File: config.mk
export PLATFORM = sky130hd
export DESIGN_NAME = lfsr_range_gen
export DESIGN_NICKNAME = d
export VERILOG_FILES = /design/src/rtl/lfsr_range_gen.sv
export SDC_FILE = /design/constraint.sdc
export NUM_CORES = 1
export LEC_CHECK = 0
export CAP_MARGIN = 20
export CELL_PAD_IN_SITES_DETAIL_PLACEMENT = 1
export CELL_PAD_IN_SITES_GLOBAL_PLACEMENT = 1
export CORE_MARGIN = 2
export CORE_UTILIZATION = 35
export DETAILED_ROUTE_END_ITERATION = 10
export HOLD_SLACK_MARGIN = 0.03
export PLACE_DENSITY = 0.78
export SETUP_SLACK_MARGIN = 0.02
export SYNTH_ARGS = -nofsm -noshare
export SYNTH_HDL_FRONTEND = slang
export SYNTH_SLANG_ARGS = --single-unit
File: constraint.sdc
create_clock -name clk -period 2.4 [get_ports clk]
set_clock_uncertainty 0.1 [all_clocks]
set_input_delay 0.36 -clock clk [delete_from_list [all_inputs] [get_ports clk]]
set_output_delay 0.36 -clock clk [all_outputs]
set_load 0.02 [all_outputs]
File: src/rtl/lfsr_range_gen.sv
`default_nettype none
// ============================================================================
// Module   : lfsr_range_gen
// Purpose  : Fibonacci LFSR with rejection-sampled, range-limited output
//            delivered over a req / valid / ack handshake.
// Revision : 1.0 - initial release
// ============================================================================
module lfsr_range_gen #(
    parameter int WIDTH     = 8,
    parameter int OUT_W     = 5,
    parameter int RANGE_MIN = 2,
    parameter int RANGE_MAX = 20,
    parameter int MAX_TRIES = 8,
    parameter int SEED      = 1
) (
    input  logic             clk,
    input  logic             rst,
    input  logic             seed_load,
    input  logic [WIDTH-1:0] seed_in,
    input  logic             req,
    input  logic             ack,
    output logic [OUT_W-1:0] data,
    output logic             valid,
    output logic [WIDTH-1:0] lfsr_state
);

    // Tap masks: bit (n-1) set for 1-based tap n, maximal-length polynomials.
    function automatic logic [15:0] f_taps(input int w);
        case (w)
            3:       f_taps = 16'h0006;
            4:       f_taps = 16'h000C;
            5:       f_taps = 16'h0014;
            6:       f_taps = 16'h0030;
            7:       f_taps = 16'h0060;
            8:       f_taps = 16'h00B8;
            9:       f_taps = 16'h0110;
            10:      f_taps = 16'h0240;
            11:      f_taps = 16'h0500;
            12:      f_taps = 16'h0E08;
            13:      f_taps = 16'h1C80;
            14:      f_taps = 16'h3802;
            15:      f_taps = 16'h6000;
            16:      f_taps = 16'hD008;
            default: f_taps = 16'h0006;
        endcase
    endfunction

    localparam int               c_TRY_W    = (MAX_TRIES > 1) ? $clog2(MAX_TRIES) : 1;
    localparam logic [c_TRY_W-1:0] c_LAST_TRY = c_TRY_W'(MAX_TRIES - 1);
    localparam logic [15:0]      c_TAPS_ALL = f_taps(WIDTH);
    localparam logic [WIDTH-1:0] c_TAPS     = c_TAPS_ALL[WIDTH-1:0];
    localparam logic [WIDTH-1:0] c_SEED_RAW = WIDTH'(SEED);
    localparam logic [WIDTH-1:0] c_SEED     = (c_SEED_RAW == '0) ? WIDTH'(1) : c_SEED_RAW;
    localparam logic [OUT_W:0]   c_MIN      = (OUT_W + 1)'(RANGE_MIN);
    localparam logic [OUT_W:0]   c_MAX      = (OUT_W + 1)'(RANGE_MAX);

    typedef enum logic [1:0] {
        IDLE   = 2'd0,
        SAMPLE = 2'd1,
        HOLD   = 2'd2
    } state_t;

    state_t               r_state;
    logic [WIDTH-1:0]     r_lfsr;
    logic [OUT_W-1:0]     r_data;
    logic                 r_valid;
    logic [c_TRY_W-1:0]   r_tries;

    logic                 w_fb;
    logic [WIDTH-1:0]     w_lfsr_next;
    logic [WIDTH-1:0]     w_seed_ld;
    logic [OUT_W:0]       w_offset;
    logic                 w_in_range;

    assign w_fb        = ^(r_lfsr & c_TAPS);
    assign w_lfsr_next = {r_lfsr[WIDTH-2:0], w_fb};
    assign w_seed_ld   = (seed_in == '0) ? WIDTH'(1) : seed_in;

    // Offset is formed one bit wider so candidate+MIN never wraps; the range
    // test on the sum is then equivalent to candidate <= MAX-MIN.
    assign w_offset    = {1'b0, r_lfsr[OUT_W-1:0]} + c_MIN;
    assign w_in_range  = (w_offset <= c_MAX);

    always_ff @(posedge clk) begin
        if (rst) begin
            r_lfsr  <= c_SEED;
            r_state <= IDLE;
            r_valid <= 1'b0;
            r_data  <= c_MIN[OUT_W-1:0];
            r_tries <= '0;
        end else if (seed_load) begin
            r_lfsr  <= w_seed_ld;
            r_state <= IDLE;
            r_valid <= 1'b0;
            r_tries <= '0;
        end else begin
            r_lfsr <= w_lfsr_next;
            case (r_state)
                IDLE: begin
                    if (req) begin
                        r_state <= SAMPLE;
                        r_tries <= '0;
                    end
                end
                SAMPLE: begin
                    if (w_in_range) begin
                        r_data  <= w_offset[OUT_W-1:0];
                        r_valid <= 1'b1;
                        r_state <= HOLD;
                    end else if (r_tries == c_LAST_TRY) begin
                        r_data  <= c_MIN[OUT_W-1:0];
                        r_valid <= 1'b1;
                        r_state <= HOLD;
                    end else begin
                        r_tries <= r_tries + 1'b1;
                    end
                end
                HOLD: begin
                    if (ack) begin
                        r_state <= IDLE;
                        r_valid <= 1'b0;
                    end
                end
                default: begin
                    r_state <= IDLE;
                    r_valid <= 1'b0;
                end
            endcase
        end
    end

    assign data       = r_data;
    assign valid      = r_valid;
    assign lfsr_state = r_lfsr;

endmodule
`default_nettype wire

==> results_dict.tcl <==
set metrics [dict create \
    holdBufCountCts 0 \
    r2r_cells 5 \
    ys_seq_area_share_pct 37.2 \
    rsz0062_at_grt "false" \
    cp.depth 1 \
    total_leakage_power_uw 0.000547 \
    finalHoldViolCount 0 \
    rows 19 \
    fin_nets 151 \
    grt.overflow.total 0 \
    maxSlewHeadroom_pct 67.5 \
    setup-tns-final_ns 0 \
    drive_gt1_share_pct 11.2 \
    required_ns 1.94 \
    critPathLaunchType "flop" \
    yosysUniqueCellTypes 34 \
    synth_nets 120 \
    synth.area.top_cells "dfxtp_1, mux2i_1, nor2_1" \
    drt-total-wl_um 2500 \
    post-synth-top-count-cell "dfxtp_1" \
    setup_viol 0 \
    cp-endpoint "lfsr_state[3]" \
    grt_max_degree 13 \
    r2r_end "data[4]$_SDFFE_PP0P_" \
    htreeDepth 1 \
    yosys_register_bits 19 \
    die-area_sq_um 3370 \
    crit-reg2reg-launch "lfsr_state[1]$_SDFF_PP0_" \
    postSynthAreaPerCell_sq_um 9.84 \
    clock_path_buffers 2 \
    synth_top_area_share_pct 37.2 \
    finalPower_uw 662 \
    ctsResizeCount 0 \
    dr.pass1.iters 4 \
    cp_slowest_stage_delay_ns 0.69 \
    worstSkewPairLatency_ns 0.30 \
    path_class "reg -> out" \
    grt_antenna_before_repair 0 \
    globalplace.congestion 0.728 \
    drtIter0Drc 48 \
    post-cts-setup-buffers 0 \
    numCtsBuffers 3 \
    synthCells 104 \
    synthArstFlopShare_pct 0 \
    endpoint_kind "output port" \
    yosys.area.top_type "dfxtp_1" \
    ant_nets 0 \
    min_path_type "reg -> reg" \
    worst_pin_slew_ns 0.487 \
    cp_cell_sequence "clkdlybuf4s50_1" \
    vias 887 \
    yosysWarnings 0 \
    cts-root-buf "clkbuf_4" \
    hpwl_um 1940 \
    core_area_sq_um 2760 \
    cap_violations 0 \
    slowest_stage "clkdlybuf4s50_1" \
    num-fill-cells 327 \
    netlist_top_cells_count "dfxtp_1, mux2i_1, nor2_1" \
    ir_drop_mv 0.335 \
    antenna_cells 0 \
    fmax_mhz 502 \
    grt_pass1_wl_um 4430 \
    r2r_setup_slack_ns 0.46 \
    multiInputGateArea_sq_um 624 \
    syn_to_final_growth_pct 32.6 \
    cts_tree "yes" \
    io_buffers 26 \
    finalCritPeriodShare_pct 82.9 \
    status "finished, final reports clean" \
    crit_path_max_fanout 7 \
    die_x_um 58.1 \
    grt_pass1_vias 998 \
    clkSlewWorstSetupHoldPaths_ns 0.11 \
    crit_buf_inv 1 \
    initial_core_util_pct 37.1 \
    regArea_sq_um 380 \
    vias_per_cell 5.38 \
    grt_usage_pct 17.6 \
    powerDensity_nw_per_um2 488 \
    min_period_ns 1.99 \
    ios 27 \
    syn_area_sq_um 1020 \
    crit_family "buffers and inverters" \
    wire_per_inst_um 15.1 \
    startpoint "lfsr_state[3]$_SDFF_PP0_" \
    drc 0 \
    synth_flop_cell "dfxtp_1" \
    die_height_um 58.1 \
    synth-edff-count 0 \
    slew_violations 0 \
    arrival_ns 1.53 \
    clock-sinks 19 \
]
## layout by cell type (no fill, tap or decap), types with 2 or more instances in the layout
cell type,count
xor2_2,2
dfxtp_1,19
xnor2_1,3
nand2b_1,2
mux2i_1,15
clkdlybuf4s50_1,26
nand2_1,9
ha_1,3
nor2_1,14
nand3_1,2
clkbuf_4,3
o2111ai_1,2
o211ai_1,2
nor3b_1,2
a21oi_1,3
buf_4,3
or3_1,2
o21ai_0,5
## final cells by class
type | instances | area share [%]
well taps | 31 | 2.86
clock inverters | 1 | 0.369
flip-flops and latches | 19 | 28.0
multi-input cells | 81 | 46.0
repair buffers | 29 | 20.8
clock buffers | 3 | 1.66
inverters | 1 | 0.276
## flip-flops by register name, indices dropped and copies added (netlist names)
register and count:
data 5, lfsr_state 8, r_state 2, r_tries 3, valid 1
## worst reg2reg max path, stage by stage, from the launching register on
cell	delay, ns
dfxtp_1	0.46
ha_1	0.28
xor2_2	0.13
a21oi_2	0.29
or4b_1	0.46
mux2i_1	0.15
## through the flow
step,instance area (sq um),std cells,hold slack [ns],utilization [%],setup slack (ns)
finish,1360,165,0.374,49.2,0.409
global route,1360,165,0.392,49.2,0.282
CTS,1360,165,0.380,49.2,0.394
detailed placement,1330,161,0.361,48.2,0.326
global placement,1330,161,0.347,48.2,0.371
floorplan,1020,104,0.342,-,0.551
## metal layers
metal | part of all wire (%) | global-route usage (%) | wire (um) | up-vias
met1 | 45 | 20.2 | 1130 | 415
met3 | 7.0 | 6.25 | 176 | 5
met5 | 0 | 0 | 0 | -
met4 | 1.5 | 7.31 | 38 | 0
met2 | 46 | 29.5 | 1160 | 28
li1 | - | - | - | 439
## worst min path at each step
stage	slack, ns	endpoint	depth (start not counted)	from
floorplan	0.34	r_tries[1]$_SDFFE_PP0P_	2	r_tries[1]$_SDFFE_PP0P_
global placement	0.35	data[2]$_SDFFE_PP0P_	2	data[2]$_SDFFE_PP0P_
detailed placement	0.36	data[3]$_SDFFE_PP0P_	2	data[3]$_SDFFE_PP0P_
CTS	0.38	data[3]$_SDFFE_PP0P_	2	data[3]$_SDFFE_PP0P_
global route	0.39	data[0]$_SDFFE_PP0P_	2	data[0]$_SDFFE_PP0P_
finish	0.37	data[3]$_SDFFE_PP0P_	2	data[3]$_SDFFE_PP0P_
## where the power goes
part	leakage (uW)	total [uW]	switching (uW)	internal, uW
registers	0.000155	346	17.5	329
logic	0.000374	147	73.4	73.9
clock network	0.0000177	168	106	62.3
total	0.000547	662	197	465
## cell families (layout without fill, tap and decap cells)
family          Yosys count  count (layout)  synth area share [%]
mux                      15              15                  14.7
fa+ha+maj                 3               3                  3.67
compound gates           18              18                  16.5
buf+inv                   4              34                  1.83
xor+xnor                  5               5                  5.75
flops                    19              19                  37.2
simple gates             40              40                  20.4
(Power assumes the default switching activity.)
